$ cat src/rtl/fetch_sequencer.sv
// Fetch stage sequencer: owns the PC, drives the instruction-memory address and
// loads the fetched word into the IR through run, branch-flush and halt states.
module fetch_sequencer #(
  parameter int                 A_BITS      = 8,
  parameter int                 IR_BITS     = 16,
  parameter logic [IR_BITS-1:0] HALT_WORD   = 16'hFFFF,
  parameter logic [IR_BITS-1:0] NOP_WORD    = 16'h0000,
  parameter int                 FLUSH_DEPTH = 2,
  parameter int                 CNT_BITS    = 16
) (
  input  logic                clk,
  input  logic                rst,
  input  logic [IR_BITS-1:0]  imem_rdata_i,
  input  logic                stall_i,
  input  logic                br_take_i,
  input  logic [A_BITS-1:0]   br_target_i,
  input  logic                resume_i,
  output logic [A_BITS-1:0]   imem_addr_o,
  output logic [A_BITS-1:0]   pc_o,
  output logic [IR_BITS-1:0]  ir_o,
  output logic                ir_valid_o,
  output logic                flush_o,
  output logic                halted_o,
  output logic [CNT_BITS-1:0] issued_cnt_o
);

  // Counter must hold FLUSH_DEPTH; keep at least one bit when no bubbles are used.
  localparam int FC_W = (FLUSH_DEPTH > 0) ? $clog2(FLUSH_DEPTH + 1) : 1;

  typedef enum logic [1:0] {
    RUN   = 2'd0,
    FLUSH = 2'd1,
    HALT  = 2'd2
  } state_t;

  state_t              state_q, state_d;
  logic [A_BITS-1:0]   pc_q, pc_d;
  logic [IR_BITS-1:0]  ir_q, ir_d;
  logic                ir_valid_q, ir_valid_d;
  logic [FC_W-1:0]     fcnt_q, fcnt_d;
  logic [CNT_BITS-1:0] cnt_q, cnt_d;

  function automatic logic [CNT_BITS-1:0] sat_inc(input logic [CNT_BITS-1:0] v);
    return (&v) ? v : v + CNT_BITS'(1);
  endfunction

  always_comb begin
    state_d    = state_q;
    pc_d       = pc_q;
    ir_d       = ir_q;
    ir_valid_d = ir_valid_q;
    fcnt_d     = fcnt_q;
    cnt_d      = cnt_q;

    if (br_take_i) begin
      // A branch wins over every state action, including a pending resume.
      pc_d       = br_target_i;
      ir_d       = NOP_WORD;
      ir_valid_d = 1'b0;
      if (FLUSH_DEPTH > 0) begin
        state_d = FLUSH;
        fcnt_d  = FC_W'(FLUSH_DEPTH);
      end else begin
        state_d = RUN;
        fcnt_d  = '0;
      end
    end else begin
      case (state_q)
        RUN: begin
          if (!stall_i) begin
            ir_d       = imem_rdata_i;
            ir_valid_d = 1'b1;
            if (imem_rdata_i != NOP_WORD) cnt_d = sat_inc(cnt_q);
            // PC stays on the HALT word so resume can step past it.
            if (imem_rdata_i == HALT_WORD) state_d = HALT;
            else                           pc_d    = pc_q + A_BITS'(1);
          end
        end
        FLUSH: begin
          ir_d       = NOP_WORD;
          ir_valid_d = 1'b0;
          fcnt_d     = (fcnt_q != '0) ? fcnt_q - FC_W'(1) : '0;
          if (fcnt_q <= FC_W'(1)) state_d = RUN;
        end
        HALT: begin
          ir_d       = NOP_WORD;
          ir_valid_d = 1'b0;
          if (resume_i) begin
            pc_d    = pc_q + A_BITS'(1);
            state_d = RUN;
          end
        end
        default: begin
          state_d    = RUN;
          ir_d       = NOP_WORD;
          ir_valid_d = 1'b0;
          fcnt_d     = '0;
        end
      endcase
    end
  end

  always_ff @(posedge clk) begin
    if (!rst) begin
      state_q    <= RUN;
      pc_q       <= '0;
      ir_q       <= NOP_WORD;
      ir_valid_q <= 1'b0;
      fcnt_q     <= '0;
      cnt_q      <= '0;
    end else begin
      state_q    <= state_d;
      pc_q       <= pc_d;
      ir_q       <= ir_d;
      ir_valid_q <= ir_valid_d;
      fcnt_q     <= fcnt_d;
      cnt_q      <= cnt_d;
    end
  end

  assign imem_addr_o  = pc_q;
  assign pc_o         = pc_q;
  assign ir_o         = ir_q;
  assign ir_valid_o   = ir_valid_q;
  assign flush_o      = br_take_i;
  assign halted_o     = (state_q == HALT);
  assign issued_cnt_o = cnt_q;

endmodule

$ cat config.mk
export PLATFORM = sky130hd
export DESIGN_NAME = fetch_sequencer
export DESIGN_NICKNAME = d
export VERILOG_FILES = /design/src/rtl/fetch_sequencer.sv
export SDC_FILE = /design/constraint.sdc
export NUM_CORES = 1
export LEC_CHECK = 0
export CAP_MARGIN = 25
export CORE_MARGIN = 4
export CORE_UTILIZATION = 49
export CTS_BUF_LIST = sky130_fd_sc_hd__clkbuf_8
export DETAILED_ROUTE_END_ITERATION = 10
export PLACE_DENSITY = 0.95
export SLEW_MARGIN = 30
export SYNTH_ARGS = -nofsm -noshare
export SYNTH_HDL_FRONTEND = slang
export SYNTH_SLANG_ARGS = --single-unit
$ cat constraint.sdc
create_clock -name clk -period 3 [get_ports clk]
set_input_delay 0.6 -clock clk [delete_from_list [all_inputs] [get_ports clk]]
set_output_delay 0.6 -clock clk [all_outputs]
set_load 0.02 [all_outputs]
* Word-level counts from Yosys, hierarchy flattened *
Cells that the tools add are included.

word-level totals
  output and inout port bits = 51
  ROM bits = 0
  bits in latches = 0
  RAM bits = 0
  input port bits = 29
  bits in registers = 45
  memories kept = 0

operators by class
  divide/modulo/power cells = 0
  multipliers = 0
  multiplexer cells = 14
  $add $sub $neg = 3
  bitwise gates (word level) = 5
  reductions and logical operators = 12
  eq/ne operators = 13
  $lt $le $gt $ge = 1
  shifts and indexed selects = 0

operators with widths
  kind                     count
  $mux W8                  4
  $add A16 B1 Y16 const B  1
  $eq A16 B16 Y1 const B   1
  $pmux W8 S2              1
  $reduce_and A16 Y1       1
  $reduce_bool A16 Y1      1
  $ne A3 B3 Y1 const B     5
  $mux W2                  6
  $reduce_and A4 Y1        3
  $add A8 B1 Y8 const B    1
  $ne A2 B2 Y1 const B     4
  $pmux W2 S3              1
  $not A1 Y1               5
  $reduce_and A5 Y1        1
  $pmux W2 S2              1
  $reduce_or A2 Y1         2
  $reduce_bool A3 Y1       1
  $reduce_or A3 Y1         1
  $eq A2 B1 Y1 const B     1
  $eq A2 B2 Y1 const B     1
  $le A2 B1 Y1 const B     1
  $logic_not A2 Y1         1
  $ne A2 B1 Y1 const B     1
  $reduce_bool A2 Y1       1
  2 further kinds          2

* Depth between registers and ports, before layout *
  word-level depth = 5
  gate-level depth with buffers = 7

* Least setup slack after synthesis *
No wires, ideal clock.

  path kind = input to register
  start point = input port br_take_i
  end point = register cnt_q[15], in the netlist issued_cnt_o[15]
  data required time = 2930 ps
  stages on the path = 6
  library setup time = 70 ps
  arrival = 1875 ps
  buffers on the path = 2
  setup slack = 1055 ps
  cell sequence = buf_4 nor4_4 o211ai_2 buf_6 or4_1 a21oi_1

on the way
  cells in the longest elaborated chain, start to end = 2

RTL lines
  item                         line  source
  start, declared              15    input logic br_take_i,
  $not A1 Y1 (no line)         n/a
  $reduce_and A5 Y1 (no line)  n/a
  end signal, assigned         117   cnt_q <= cnt_d;
  end, declared                41    logic [CNT_BITS-1:0] cnt_q, cnt_d;

Every way passes these cells.
A chain may end at the register's enable or synchronous reset.

* Worst setup path in the final report *
  start point = input port br_take_i
  end point = output port flush_o

RTL lines
  item           line  source
  end, declared  22    output logic flush_o,

No word-level cell between the ends.

==> impl_metrics.tcl <==
set metrics [dict create \
    routed_wl_mm 5.47 \
    cts_buffer_depth 2 \
    drive_gt1_frac 0.0609 \
    drc 0 \
    gr-usage-met1 0.234 \
    drv_slew 0 \
    synth_fa_ha_area_frac 0.0113 \
    final_cell_mix "79 x clkdlybuf4s50_1, 45 x dfxtp_1, 21 x nor2_1" \
    layout_min_cycle_time_ns 2.42 \
    floorplan.initialDensity 0.507 \
    stdcell_count 364 \
    fmax_ghz 0.413 \
    final_nets 342 \
    clock_latency_ns 0.30 \
    synthMuxAreaShare 0.0862 \
    gp_congestion 0.830 \
    grt_first_pass_wirelength_mm 8.60 \
    finalCritPeriodShare 0.806 \
    reg2regPathDepth 5 \
    criticalPathCategory "input pin to primary output" \
    slew_headroom 0.546 \
    core_area_um2 4350 \
    worstSetupEndpointType "primary output" \
    grt_max_degree 31 \
    antenna_found_initial 0 \
    hold_class "register to register" \
    irDropWorstVdd_uv 303 \
    die_area_um2 5640 \
    setup_tns_ns 0 \
    synthXorXnorAreaFrac 0.0119 \
    grt-busiest-layer "met2" \
    final_common_cell "clkdlybuf4s50_1" \
    port-buffer-count 79 \
    cts-root-buf "clkbuf_8" \
    worstMarginPinSlew_ns 0.678 \
    first_pass_iters 4 \
    ctsHoldBuffers 0 \
    cp_data_arrival_time_ns 1.82 \
    crit_cells 2 \
    multi_input_area_um2 1130 \
    synth.distinct_cells 45 \
    cpMostUsedCell "clkdlybuf4s50_1" \
    crit_fanout 3 \
    rsz0062_at_grt "false" \
    postCtsSetupRepairBufs 0 \
    final_util 0.697 \
    synth_area_um2 2210 \
    required_ns 2.40 \
    seqCellArea_um2 901 \
    clk_pin_slew_ns 0.08 \
    synth_simple_gate_area_frac 0.239 \
    fill_cells 333 \
    path_cells "clkdlybuf4s50_1 > clkdlybuf4s50_1" \
    gr-usage-met2 0.337 \
    synth_edf_count 0 \
    synth_compound_area_frac 0.159 \
    diodes 0 \
    setup_viol_count_final 0 \
    overflow 0 \
    drtAntennaViolNets 0 \
    num_io_pins 80 \
    via_count 2033 \
    cts_tree "yes" \
    critPathTopFamily "buffers and inverters" \
    clock-sinks 45 \
    syn_avg_cell_area_um2 9.08 \
    p_total_mw 1.19 \
    grt.total_usage 0.195 \
    wl_per_cell_um 15.0 \
    seq_area_frac_synth 0.408 \
    syn_to_final_growth_pct 37.5 \
    dp_hpwl_mm 4.13 \
    synthFlopType "dfxtp_1" \
    hold_viol 0 \
    synth.ff_latch_count 45 \
    status "completed" \
    vias_per_cell 5.59 \
    syn-num-nets 274 \
    skew_ns 0.00604 \
    synth_top_family_by_area "simple AND/OR/NAND/NOR gates" \
    power_density_nw_per_um2 393 \
    setup_slack_ns 0.582 \
    min_path_cells 2 \
    cts_htree_levels 2 \
    cts_buffers 5 \
    use_met3 0.0427 \
    synthCells 243 \
    maxCapViolations 0 \
    dp.cells 356 \
    ys_async_sr_fraction 0 \
    rrSetupSlack_ns 0.95 \
    pre_cts_ws_ns 0.291 \
    cts_resized 0 \
    drt-initial-drc-count 178 \
    die_height_um 75.1 \
    rows 24 \
    fp.dieW_um 75.1 \
    crit_buf_inv 2 \
    grt_pass1_vias 1934 \
    ys_warn_count 0 \
    slowest_delay_ns 0.65 \
    slowest_stage "clkdlybuf4s50_1" \
    p_leak_nw 1.09 \
    cp-start-kind "input pin" \
]
-- synthesized netlist by cell type (all sizes together), types with 4 or more instances --
| cell | count | area, um^2 |
|---|---|---|
| buf | 17 | 133 |
| clkbuf | 6 | 22.5 |
| nand2 | 7 | 26.3 |
| a21oi | 20 | 100 |
| nor4 | 8 | 80.1 |
| inv | 8 | 30.0 |
| nand4 | 8 | 56.3 |
| and4 | 5 | 46.3 |
| nor2 | 21 | 78.8 |
| o21ai | 14 | 70.1 |
| nand3 | 9 | 45.0 |
| dfxtp | 45 | 901 |
| or3 | 7 | 43.8 |
| or4 | 6 | 45.0 |
| o31ai | 6 | 45.0 |
| a211oi | 4 | 30.0 |
| mux2i | 19 | 190 |
-- final cells by class --
cell class                      count  share of cell area
Inverter                            8             0.00990
Clock inverter                      3             0.00371
Tap cell                           52              0.0214
Clock buffer                        5              0.0227
Sequential cell                    45               0.297
Multi-Input combinational cell    167               0.372
Timing Repair Buffer               84               0.273
-- metal layers --
layer / vias up / routed length, um
li1: 1031 / -
met1: 933 / 2280
met2: 57 / 2810
met3: 12 / 251
met4: 0 / 126
met5: - / 0
-- cell families (layout without fill, tap and decap cells) --
| family | count (synthesis) | in the layout |
|---|---|---|
| and+or+nand+nor | 87 | 87 |
| AOI/OAI and AO/OA | 56 | 56 |
| adders and majority gates | 2 | 2 |
| DFF | 45 | 45 |
| xor gates and xnor gates | 3 | 3 |
| muxes | 19 | 19 |
| buffers and inverters | 31 | 100 |
-- registers in the layout (all words and copies together), names as in the netlist --
register / flops
fcnt_q: 2
ir_o: 16
state_q: 2
imem_addr_o: 8
ir_valid_o: 1
issued_cnt_o: 16
-- per-stage QoR --
step	hold slack, ns	area [um^2]
2_1_floorplan	0.469	2210
3_3_place_gp	0.439	2950
3_5_place_dp	0.443	2950
4_1_cts	0.452	3030
5_1_grt	0.474	3030
6_report	0.449	3030
-- power breakdown --
group          internal, mW  total, mW  switching, mW  leakage [nW]
clock network         0.155      0.350          0.194        0.0519
logic                 0.108      0.209          0.101         0.675
registers             0.615      0.634         0.0193         0.367
-- path summary, 6_finish.rpt --
| check | from | endpoint |
|---|---|---|
| worst max-delay path | br_take_i | flush_o |
| worst min-delay path | ir_valid_o$_SDFFE_PP0N_ | ir_valid_o$_SDFFE_PP0N_ |
| worst max register to register | issued_cnt_o[0]$_SDFFE_PN0P_ | issued_cnt_o[5]$_SDFFE_PN0P_ |
| worst min register to register | ir_valid_o$_SDFFE_PP0N_ | ir_valid_o$_SDFFE_PP0N_ |
(Power assumes the default switching activity.)
